$ cat src/rtl/proc_control_unit.sv
// -----------------------------------------------------------------------------
// proc_control_unit
//   Instruction sequencer for the 16-bit datapath (r0-r7, A, G, H, bus mux).
//   Latches a 9-bit instruction {op[8:6], rX[5:3], rY[2:0]} on run and steps
//   through T1..T3. Only state and ir are registered; every strobe is a
//   combinational decode of (state, ir), so the datapath captures on the
//   posedge that ends the step.
//
//   Optional feature: define PROC_CU_RETIRE_CNT_EN to add a 16-bit retired
//   instruction counter output (increments on every cycle with done=1).
//
// Ports
//   clk      in   system clock, posedge
//   rst      in   synchronous reset, active-high, priority over run
//   run      in   start request, sampled in IDLE or in the final step
//   din      in   instruction word / immediate pins
//   ir       out  latched instruction
//   bus_sel  out  mux select: 0-7 rN, N_REGS = din, N_REGS+1 = G
//   r_in     out  one-hot GP register write enable
//   a_in     out  A write enable
//   g_in     out  G write enable (ALU result)
//   h_in     out  H (display) write enable
//   alu_op   out  ir[8:6] during the G-capture step, else 0
//   busy     out  high in T1..T3
//   done     out  high during the final step of an instruction
//   tick     out  one-hot step: IDLE=0000, T1=0001, T2=0010, T3=0100
//   retired  out  (PROC_CU_RETIRE_CNT_EN only) retired instruction count
// -----------------------------------------------------------------------------
module proc_control_unit #(
   parameter int N_REGS = 8
) (
   input  logic              clk,
   input  logic              rst,
   input  logic              run,
   input  logic [8:0]        din,
   output logic [8:0]        ir,
   output logic [3:0]        bus_sel,
   output logic [N_REGS-1:0] r_in,
   output logic              a_in,
   output logic              g_in,
   output logic              h_in,
   output logic [2:0]        alu_op,
   output logic              busy,
   output logic              done,
`ifdef PROC_CU_RETIRE_CNT_EN
   output logic [15:0]       retired,
`endif
   output logic [3:0]        tick
);

   typedef enum logic [1:0] {S_IDLE, S_T1, S_T2, S_T3} state_e;

   typedef enum logic [2:0] {
      OP_DISP = 3'b000,
      OP_ADD  = 3'b001,
      OP_ADDI = 3'b010,
      OP_SUB  = 3'b011,
      OP_MUL  = 3'b100,
      OP_SRL  = 3'b101,
      OP_SLL  = 3'b110,
      OP_MOVI = 3'b111
   } op_e;

   localparam logic [3:0] SEL_DIN = 4'(N_REGS);
   localparam logic [3:0] SEL_G   = 4'(N_REGS + 1);

   state_e     state_q, state_d;
   logic [8:0] ir_q, ir_d;

   op_e        op;
   logic [2:0] rx, ry;

   assign op = op_e'(ir_q[8:6]);
   assign rx = ir_q[5:3];
   assign ry = ir_q[2:0];

   // Strobe decode for the current step.
   always_comb begin
      // NOTE: every output gets a default first so no path through the case
      // leaves it unassigned, which would infer a latch.
      bus_sel = '0;
      r_in    = '0;
      a_in    = 1'b0;
      g_in    = 1'b0;
      h_in    = 1'b0;
      alu_op  = '0;
      done    = 1'b0;
      unique case (state_q)
         S_T1: begin
            unique case (op)
               OP_DISP: begin
                  bus_sel = {1'b0, rx};
                  h_in    = 1'b1;
                  done    = 1'b1;
               end
               OP_MOVI: begin
                  bus_sel  = SEL_DIN;
                  r_in[rx] = 1'b1;
                  done     = 1'b1;
               end
               default: begin
                  bus_sel = {1'b0, rx};
                  a_in    = 1'b1;
               end
            endcase
         end
         S_T2: begin
            g_in   = 1'b1;
            alu_op = ir_q[8:6];
            unique case (op)
               OP_ADDI:         bus_sel = SEL_DIN;
               // Shifts take their amount from ir[2:0] inside the ALU, so
               // the bus is unused and left at 0.
               OP_SRL, OP_SLL:  bus_sel = '0;
               default:         bus_sel = {1'b0, ry};
            endcase
         end
         S_T3: begin
            bus_sel  = SEL_G;
            r_in[rx] = 1'b1;
            done     = 1'b1;
         end
         default: ;
      endcase
   end

   // Next state: a new instruction is accepted only in IDLE or in the final
   // step, which gives back-to-back issue without an idle bubble.
   always_comb begin
      state_d = state_q;
      ir_d    = ir_q;
      if (state_q == S_IDLE || done) begin
         if (run) begin
            ir_d    = din;
            state_d = S_T1;
         end else begin
            state_d = S_IDLE;
         end
      end else if (state_q == S_T1) begin
         state_d = S_T2;
      end else if (state_q == S_T2) begin
         state_d = S_T3;
      end
   end

   always_ff @(posedge clk) begin
      // NOTE: state registers use non-blocking assignments so all flops
      // update together from values sampled before the edge.
      if (rst) begin
         state_q <= S_IDLE;
         ir_q    <= '0;
      end else begin
         state_q <= state_d;
         ir_q    <= ir_d;
      end
   end

`ifdef PROC_CU_RETIRE_CNT_EN
   logic [15:0] retired_q, retired_d;

   // Wraps naturally from 0xFFFF to 0x0000.
   assign retired_d = retired_q + {15'd0, done};

   always_ff @(posedge clk) begin
      if (rst) retired_q <= '0;
      else     retired_q <= retired_d;
   end

   assign retired = retired_q;
`endif

   assign ir   = ir_q;
   assign busy = (state_q != S_IDLE);

   always_comb begin
      tick = 4'b0000;
      unique case (state_q)
         S_T1:    tick = 4'b0001;
         S_T2:    tick = 4'b0010;
         S_T3:    tick = 4'b0100;
         default: tick = 4'b0000;
      endcase
   end

endmodule

$ cat config.mk
export PLATFORM = sky130hd
export DESIGN_NAME = proc_control_unit
export DESIGN_NICKNAME = d
export VERILOG_FILES = /design/src/rtl/proc_control_unit.sv
export SDC_FILE = /design/constraint.sdc
export NUM_CORES = 1
export LEC_CHECK = 0
export CAP_MARGIN = 20
export CORE_MARGIN = 3
export CORE_UTILIZATION = 33
export CTS_BUF_LIST = sky130_fd_sc_hd__clkbuf_16
export CTS_CLUSTER_SIZE = 12
export DETAILED_ROUTE_END_ITERATION = 6
export GPL_TIMING_DRIVEN = 0
export PLACE_DENSITY = 0.75
export RECOVER_POWER = 50
export REMOVE_ABC_BUFFERS = 1
export SYNTH_ARGS = -nofsm -noshare
export SYNTH_HDL_FRONTEND = slang
export SYNTH_SLANG_ARGS = --single-unit
$ cat constraint.sdc
create_clock -name clk -period 1.5 [get_ports clk]
set_input_delay 0.45 -clock clk [delete_from_list [all_inputs] [get_ports clk]]
set_output_delay 0.45 -clock clk [all_outputs]
set_load 0.005 [all_outputs]
; ---- Word level (Yosys, flattened, before mapping)
; Index checks and enable logic that the tools add are counted.
[op_classes]
n_reduce_logical = 9
n_lt_le_gt_ge = 2
eq_ne = 7
n_mux = 20
[op_table]
columns = cell, n
row1 = $pmux 8 s2, 1
row2 = $pmux 4 s3, 1
row3 = $eq 3x3->1 const B, 3
row4 = $pmux 3 s3, 1
row5 = $mux 1, 8
row6 = $mux 8, 1
row7 = $pmux 4 s2, 1
row8 = $mux 2, 3
row9 = $eq 2x2->1 const B, 2
row10 = $lt 3x4->1 const B, 1
row11 = $mux 4, 1
row12 = $reduce_or 2->1, 2
row13 = $demux 1 s3, 1
row14 = $eq 3x2->1 const B, 1
row15 = $ge 3x1->1 const B, 1
row16 = $logic_not 3->1, 1
row17 = $mux 3, 1
row18 = $reduce_bool 3->1, 1
row19 = $eq 2x1->1 const B, 1
row20 = $logic_not 2->1, 1
row21 = $pmux 1 s2, 1
row22 = $reduce_and 2->1, 1
row23 = $reduce_bool 2->1, 1
row24 = $logic_and 1x1->1, 1
row25 = $logic_or 1x1->1, 1
[totals]
wordCells = 40
regBits = 11
input_bits = 12

; ---- Logic depth before layout (Yosys ltp)
; Gate-level depths: netlist (run 1).
[logic_depth]
depth_word = 6
mapped_depth = 5
mapped_depth_nobuf = 4

; ---- Worst setup path after synthesis (run 1)
; Ideal clock, no wire load.
[synth_timing]
kind = reg2out
from = register ir_q[8], in the netlist ir[8]
to = output bus_sel[1]
t_arrival_ps = 1023
stages_incl_launch_ff = 5
required_ps = 1050
slack_ps = 27
cell_sequence = dfxtp_1 > buf_2 > nor2b_1 > mux2i_1 > a32o_1
[synth_between]
elab_chain_len = 4
[synth_rtl]
columns = element, line
row1 = start: declaration, 68  ; logic [8:0] ir_q, ir_d;
row2 = start signal: assignment, 154  ; ir_q <= ir_d;
row3 = $eq 3x3->1, 110  ; unique case (op)
row4 = $reduce_or 2->1, 110
row5 = $pmux 4 s2, 110
row6 = $pmux 4 s3 *, 88  ; unique case (state_q)
row7 = end: declaration, 37  ; output logic [3:0] bus_sel,
; Mark *: on every way between the ends. The rest lies on a longest branch, timed or not.

; ---- Worst setup path in the final report (run 1)
[layout_timing]
from = register ir_q[7], in the netlist ir[7]
to = output r_in[5]
[layout_between]
elab_chain_len = 3
[layout_rtl]
columns = element, line
row1 = $eq 3x3->1, 90  ; unique case (op)
row2 = $mux 8, 90
row3 = $pmux 8 s2, 88
row4 = end: declaration, 38  ; output logic [N_REGS-1:0] r_in,
; No other way between the ends.

==> impl_metrics.yaml, run 1 <==
pwr:
  total_power_mw: 1.52
  power-per-cell-area_mw_per_mm2: 877
  leakage_nw: 0.821
  peakVddDrop_mv: 0.882
sta:
  setup_tns_ns: -8.78
  fmax_mhz: 533
  finalCritPeriodShare_pct: 125
  setup_violations: 33
  slew_viol_final: 0
  slew_headroom_pct: 60.8
  grt_setup_unrepaired: "true"
  setup_ws_ns: -0.377
  fin_crit_ns: 1.88
  worst_pin_slew_ns: 0.586
  clock_skew_ns: 0.000760
  final_hold_viol_count: 0
  hold_ws_ns: 0.557
floorplanning:
  die_h_um: 53.5
  coreArea_mm2: 0.00204
  die_area_mm2: 0.00286
  row_count: 16
  io_pins: 45
  die_w_um: 53.5
  start_util_pct: 36.5
logic_synthesis:
  synthTopCellsByArea: "dfxtp_1, a21oi_1, nand2_1, nor2_1, o21ai_1"
  synth_common_cells: "a21oi_1, nand2_1, dfxtp_1, nor2_1, o21ai_1"
  ys_seq_elements: 11
  yosysTopAreaCell: "dfxtp_1"
  synth_top_area_share_pct: 29.6
  synth.distinct_cells: 32
  syn_area_um2: 744
  yosysSeqAreaShare_pct: 29.6
  synth_top_family_by_area: "simple AND/OR/NAND/NOR gates"
  synthMuxAreaShare_pct: 1.34
  synth_area_per_cell_um2: 7.44
  postSynthCellCount: 100
  synth_compound_area_share_pct: 25.9
  synth_ff_type: "dfxtp_1"
  synthSimpleGateAreaFrac_pct: 33.1
  ys.warnings.count: 0
  async_flop_share_pct: 0
  synthXorXnorAreaFrac_pct: 0
  synth_edf_count: 0
  synth_adder_area_share_pct: 0
  synth_most_common_cell: "a21oi_1"
critical_path:
  start_kind: "register"
  worstSetupStartpoint: "ir[7]"
  crit_required_ns: 1.05
  worstReg2RegStart: "ir[6]"
  r2r_end: "ir[6]"
  worstSetupPathType: "register to primary output"
  crit_fanout: 5
  r2r_cells: 7
  endpoint_kind: "primary output"
  arrival_ns: 1.43
  reg2reg_slack_ns: -0.36
cts:
  root_buffer: "clkbuf_16"
  cts.path.max_buffers: 2
  htreeDepth: 1
  clock-sinks: 11
  cts_tree: "done"
  path_clk_slew_ns: 0.05
  ctsHoldBuffers: 0
  cts_made_buffers: 3
  clk_latency_ns: 0.25
finish:
  finish.utilization_pct: 84.7
  area_growth_pct: 132
  drive_above_1_share_pct: 59.0
  design_area_mm2: 0.00173
  antenna_cells: 0
  finalNetCount: 196
route:
  wl_mm: 4.32
  routed_via_density: 5.60
  drt-initial-drc-count: 30
  firstDrtPassIters: 5
  wire_per_inst_um: 20.6
  drc: 0
  antenna_left: 0
  vias: 1176
global_route:
  track_usage_pct: 29.2
  grt_pass1_wl_mm: 5.91
  grt_max_degree: 12
  antenna_found_initial: 0
  grt_pass1_vias: 1172
  grt-ovfl-total: 0
run:
  drv_cap: 0
worst_hold_path:
  hold_path_class: "register to register"
  hold_path_depth: 2
  whs_endpoint: "ir[2]"
  hp-start: "ir[2]"
place:
  place_congestion: 0.757
  place_area_mm2: 0.00115
  dpl.hpwl_mm: 1.70
  io_buffers: 43
run_status:
  outcome: "complete, but fails checks"
  violations: "negative setup slack"
## kinds of logic (layout without fill, tap and decap cells)
kind of cell | count (synthesis) | in the layout
other | 1 | 1
buffers and inverters | 12 | 95
AND/OR/NAND/NOR | 45 | 45
AO/OA/AOI/OAI | 30 | 30
flip-flops | 11 | 11
multiplexers | 1 | 1
## cells in the final DEF (no fill, tap or decap), types with 5 or more instances in the layout
| cell | count |
|---|---|
| o21ai_1 | 8 |
| a21oi_2 | 5 |
| nand2_1 | 11 |
| clkdlybuf4s50_1 | 10 |
| a21oi_1 | 8 |
| buf_4 | 22 |
| buf_6 | 27 |
| buf_2 | 17 |
| dlygate4sd2_1 | 8 |
| nor2_1 | 6 |
| dfxtp_4 | 7 |
## state kept, by name, summed over array words and instances (netlist names)
| signal | flops |
|---|---|
| ir | 9 |
| state_q | 2 |
## power by group
group | switching [mW] | leakage (nW) | internal (mW)
Combinational | 0.274 | 0.684 | 0.357
Clock | 0.166 | 0.0423 | 0.353
Sequential | 0.0466 | 0.0952 | 0.321
Total | 0.486 | 0.821 | 1.03
## metrics by stage
stage | setup slack (ns) | std cells
floorplan | -0.0561 | 92
global placement | -0.761 | 162
detailed placement | -0.743 | 162
CTS | -0.335 | 206
global route | -0.418 | 210
finish | -0.377 | 210
## what timing repair did
item                                    CTS  global route
pin swaps                                23            12
gates resized for setup                 158            24
endpoints found under the setup margin   42            33
setup buffers                            40             7
## layout make-up
type | instances | area, um^2
repair buffers | 87 | 774
multi-input cells | 77 | 582
well taps | 27 | 33.8
inverters | 4 | 15.0
clock buffers | 3 | 75.1
clock inverters | 1 | 3.75
flip-flops and latches | 11 | 246
fillers | 108 | 312
## worst max path at each step
stage / to
final: r_in[5]
after global routing: ir[5]
after CTS: bus_sel[0]
after detailed placement: a_in
after global placement: a_in
after floorplan: r_in[1]
## worst max-delay path: stages, from the launching register on
cell and delay, ns:
dfxtp_4 0.39, and3_4 0.22, o211ai_1 0.09, buf_4 0.18, buf_6 0.11, nor2_2 0.07, buf_2 0.12
## routing by layer
layer | vias to the layer above | track usage (%) | part of all wire, %
met5 | - | 0 | 0
met2 | 71 | 48.8 | 47
li1 | 510 | - | -
met1 | 572 | 35.1 | 41
met3 | 23 | 7.89 | 8.5
met4 | 0 | 11.1 | 4.1
(Power assumes the default switching activity.)
==> run 2, diff against run 1 <==
Settings changed: CORE_MARGIN 3 to 1.5, SLEW_MARGIN set to 20.
==> impl_metrics.yaml, run 2 (synthesis results as in run 1) <==
finish:
  final_cell_mix: "buf_4, buf_6, buf_2, clkdlybuf4s50_1"
  fillCellCount: 146
  multi_input_area_um2: 601
  area_growth_pct: 127
  largest_reg_flops: 9
  finalNetCount: 192
  layout_commonest_cell: "buf_4"
  stdcell_count: 207
  antenna_cells: 0
  final-seq-area_um2: 243
  drive_above_1_share_pct: 60.9
place:
  dp_cells: 163
  io_buffers: 43
  place_congestion: 0.836
  dpl.hpwl_mm: 1.47
critical_path:
  worstSetupStartpoint: "ir[8]"
  start_kind: "register"
  r2r_cells: 7
  worstSetupPathType: "register to primary output"
  worstReg2RegStart: "ir[7]"
  crit_required_ns: 1.05
  crit_fanout: 4
  endpoint_kind: "primary output"
  arrival_ns: 1.56
global_route:
  grt_pass1_vias: 940
  grt_pass1_wl_mm: 4.72
  antenna_found_initial: 0
  grt-ovfl-total: 0
  track_usage_pct: 24.9
  grt_max_degree: 12
route:
  drc: 0
  wl_mm: 3.69
  drt-initial-drc-count: 17
  routed_via_density: 5.33
  vias: 1103
  antenna_left: 0
  wire_per_inst_um: 17.8
  firstDrtPassIters: 4
sta:
  finalCritPeriodShare_pct: 134
  slew_headroom_pct: 59.2
  worst_pin_slew_ns: 0.610
  fin_crit_ns: 2.01
  setup_ws_ns: -0.505
  clock_skew_ns: 0.00823
  grt_setup_unrepaired: "true"
  final_hold_viol_count: 0
  fmax_mhz: 499
  slew_viol_final: 0
  hold_ws_ns: 0.517
  setup_violations: 31
worst_hold_path:
  hp-start: "ir[1]"
  hold_path_class: "register to register"
  hold_path_depth: 2
floorplanning:
  die_h_um: 50.5
  row_count: 17
  start_util_pct: 34.3
  coreArea_mm2: 0.00217
  die_w_um: 50.5
  io_pins: 45
  die_area_mm2: 0.00255
pwr:
  power-per-cell-area_mw_per_mm2: 858
  peakVddDrop_mv: 0.887
  leakage_nw: 0.826
run:
  drv_cap: 0
cts:
  clock-sinks: 11
  cts_made_buffers: 3
  root_buffer: "clkbuf_16"
  htreeDepth: 1
  path_clk_slew_ns: 0.05
  cts.path.max_buffers: 2
  cts_tree: "done"
  ctsHoldBuffers: 0
  clk_latency_ns: 0.24
run_status:
  outcome: "complete, but fails checks"
  violations: "negative setup slack"
[run 2: timing repair]
item | CTS | global route
cloned | 0 | 1
resized for setup | 123 | 46
buffers inserted | 31 | 10
pin swaps | 22 | 16
endpoints found under the setup margin | 42 | 32
[run 2: routing by layer]
metal  share of wire (%)  wire [um]  GRT usage (%)
met4                 4.6        171           9.91
met3                 6.7        246           7.74
met5                   0          0              0
met1                  38       1410           29.6
met2                  50       1860           41.7
[run 2: power breakdown]
group	switching [mW]	total, mW	internal, mW
clock	0.143	0.494	0.351
sequential	0.0464	0.368	0.322
combinational	0.253	0.585	0.332
[run 2: worst max-delay path: stages (launching register included)]
cell and delay (ns):
dfxtp_4 0.35, nor2b_2 0.16, mux2i_2 0.23, buf_4 0.17
a31oi_2 0.08, nor2_1 0.17, buf_2 0.14
[run 2: metrics by stage]
step	setup slack [ns]	total power, mW	utilization, %	cell area [um^2]	TNS, ns
after global placement	-0.763	0.675	53.2	1150	-13.85
after global routing	-0.586	1.51	77.7	1690	-11.26
final	-0.505	1.45	77.7	1690	-9.89
after floorplan	-0.0561	0.509	-	688	-0.489
after detailed placement	-0.763	0.681	53.2	1150	-14.57
after CTS	-0.347	1.28	68.6	1490	-6.75
[run 2: area by class of cell]
| cell class | count | share of cell area [%] |
|---|---|---|
| Timing Repair Buffer | 83 | 42.4 |
| Clock buffer | 3 | 4.45 |
| Tap cell | 28 | 2.08 |
| Inverter | 4 | 0.890 |
| Sequential cell | 11 | 14.4 |
| Multi-Input combinational cell | 77 | 35.6 |
| Clock inverter | 1 | 0.223 |
[run 2: final timing paths]
kind,endpoint,slack [ns]
worst max-delay path,bus_sel[0],-0.51
worst min-delay path,ir[1],0.52
worst max register to register,ir[4],-0.48
worst min register to register,ir[1],0.52
==> run 3, diff against run 2 <==
Settings changed: CORE_UTILIZATION 33 to 39, PLACE_DENSITY 0.75 to 0.83.
Clock period 1.5 ns to 2.5 ns, I/O delays scaled along.
==> impl_metrics.yaml, run 3 (synthesis results as in run 1) <==
run_status:
  outcome: "finished clean"
sta:
  worst_pin_slew_ns: 0.896
  hold_ws_ns: 0.507
  clock_skew_ns: 0.00184
  fin_crit_ns: 2.47
  fmax_mhz: 405
  setup_violations: 0
  slew_viol_final: 0
  slew_headroom_pct: 39.5
  final_hold_viol_count: 0
  finalCritPeriodShare_pct: 98.7
  setup_ws_ns: 0.0318
critical_path:
  start_kind: "register"
  crit_fanout: 8
  worstSetupPathType: "register to primary output"
  arrival_ns: 1.72
  crit_required_ns: 1.75
  endpoint_kind: "primary output"
pwr:
  total_power_mw: 0.736
  clkPwrFrac_pct: 39.6
  p_comb_share_pct: 29.7
  p_sw_mw: 0.206
  peakVddDrop_mv: 0.449
  seq_power_share_pct: 30.7
  p_int_mw: 0.530
  power-per-cell-area_mw_per_mm2: 544
  power.share.switching_pct: 28.0
  leakage_nw: 0.567
floorplanning:
  io_pins: 45
  row_count: 15
  die_w_um: 46.7
  start_util_pct: 42.2
  die_h_um: 46.7
  coreArea_mm2: 0.00176
  die_area_mm2: 0.00218
cts:
  cts_made_buffers: 3
  cts.path.max_buffers: 2
  path_clk_slew_ns: 0.04
  clock-sinks: 11
  cts_tree: "done"
  ctsHoldBuffers: 0
  clk_latency_ns: 0.24
  htreeDepth: 1
  root_buffer: "clkbuf_16"
global_route:
  grt_pass1_vias: 799
  grt-ovfl-total: 0
  grt_pass1_wl_mm: 3.82
  track_usage_pct: 25.1
  antenna_found_initial: 0
  grt_max_degree: 14
route:
  firstDrtPassIters: 4
  drc: 0
  vias: 933
  routed_via_density: 5.30
  wl_mm: 2.61
  drt-initial-drc-count: 29
  antenna_left: 0
  wire_per_inst_um: 14.9
finish:
  layout_commonest_cell: "clkdlybuf4s50_1"
  design_area_mm2: 0.00135
  largest_reg_flops: 9
  finalNetCount: 164
  fillCellCount: 137
  area_growth_pct: 81.8
  final-seq-area_um2: 236
  final_cell_mix: "clkdlybuf4s50_1, a21oi_1, nand2_1, buf_4, nor2_1"
  multi_input_area_um2: 470
  antenna_cells: 0
  drive_above_1_share_pct: 18.5
worst_hold_path:
  hold_path_class: "register to register"
place:
  place_congestion: 0.712
  place_ws_ns: -0.0715
  dpl.hpwl_mm: 1.55
  io_buffers: 43
  place_area_mm2: 0.00115
run:
  drv_cap: 0
run 3: cell count changes in the layout (fill, tap and decap cells not counted), moves of 5 or more:
cell	before	now
nand2_1	6	12
clkdlybuf4s50_1	11	35
a21oi_1	7	13
buf_6	16	0
buf_2	14	0
dlygate4sd2_1	7	1
buf_4	27	11
a21oi_2	6	0
dlygate4sd3_1	0	5
run 3: area by class of cell:
class                           instances  area share [%]
Timing Repair Buffer                   55            38.5
Multi-Input combinational cell         77            34.8
Sequential cell                        11            17.5
Clock buffer                            3            5.55
Tap cell                               25            2.31
Inverter                                4            1.11
Clock inverter                          1           0.277
run 3: metrics by stage:
stage,setup TNS (ns),cells,util (%)
after floorplan,0,92,-
after global placement,-0.0806,160,65.2
after detailed placement,-0.126,160,65.2
after CTS,0,166,72.8
after global routing,-0.0494,176,76.7
final,0,176,76.7
run 3: power groups by stage:
stage               Combinational (mW)  Clock (mW)  Sequential (mW)
floorplan                       0.0848           0            0.221
global placement                 0.179           0            0.226
detailed placement               0.181           0            0.228
global route                     0.236       0.305            0.229
CTS                              0.197       0.290            0.226
finish                           0.218       0.292            0.226
run 3: worst max-delay path, stage by stage (launching register included):
cell and delay (ns):
dfxtp_4 0.36, nor2b_1 0.15, mux2i_2 0.25, a32o_1 0.22, clkdlybuf4s50_1 0.50
run 3: final timing paths:
path           endpoint  cells after the start   from  slack (ns)
max          bus_sel[2]                      4  ir[8]        0.03
min reg2reg       ir[1]                      2  ir[1]        0.51
min               ir[1]                      2  ir[1]        0.51
max reg2reg       ir[4]                      5  ir[6]        0.25
run 3: routing by layer:
| metal | vias to the layer above | wire length [um] | GRT usage [%] |
|---|---|---|---|
| met5 | - | 0 | 0 |
| met4 | 0 | 52 | 8.89 |
| met3 | 6 | 133 | 5.88 |
| met2 | 34 | 1260 | 36.9 |
| met1 | 442 | 1170 | 35.5 |
| li1 | 451 | - | - |
run 3: repair_timing:
| item | in CTS | in global routing |
|---|---|---|
| resized for setup | 16 | 5 |
| pin swaps | 4 | 4 |
| endpoints found under the setup margin | 18 | 11 |
| endpoints found under the hold margin | 0 | 0 |
| cloned | 0 | 0 |
| setup buffers | 2 | 10 |
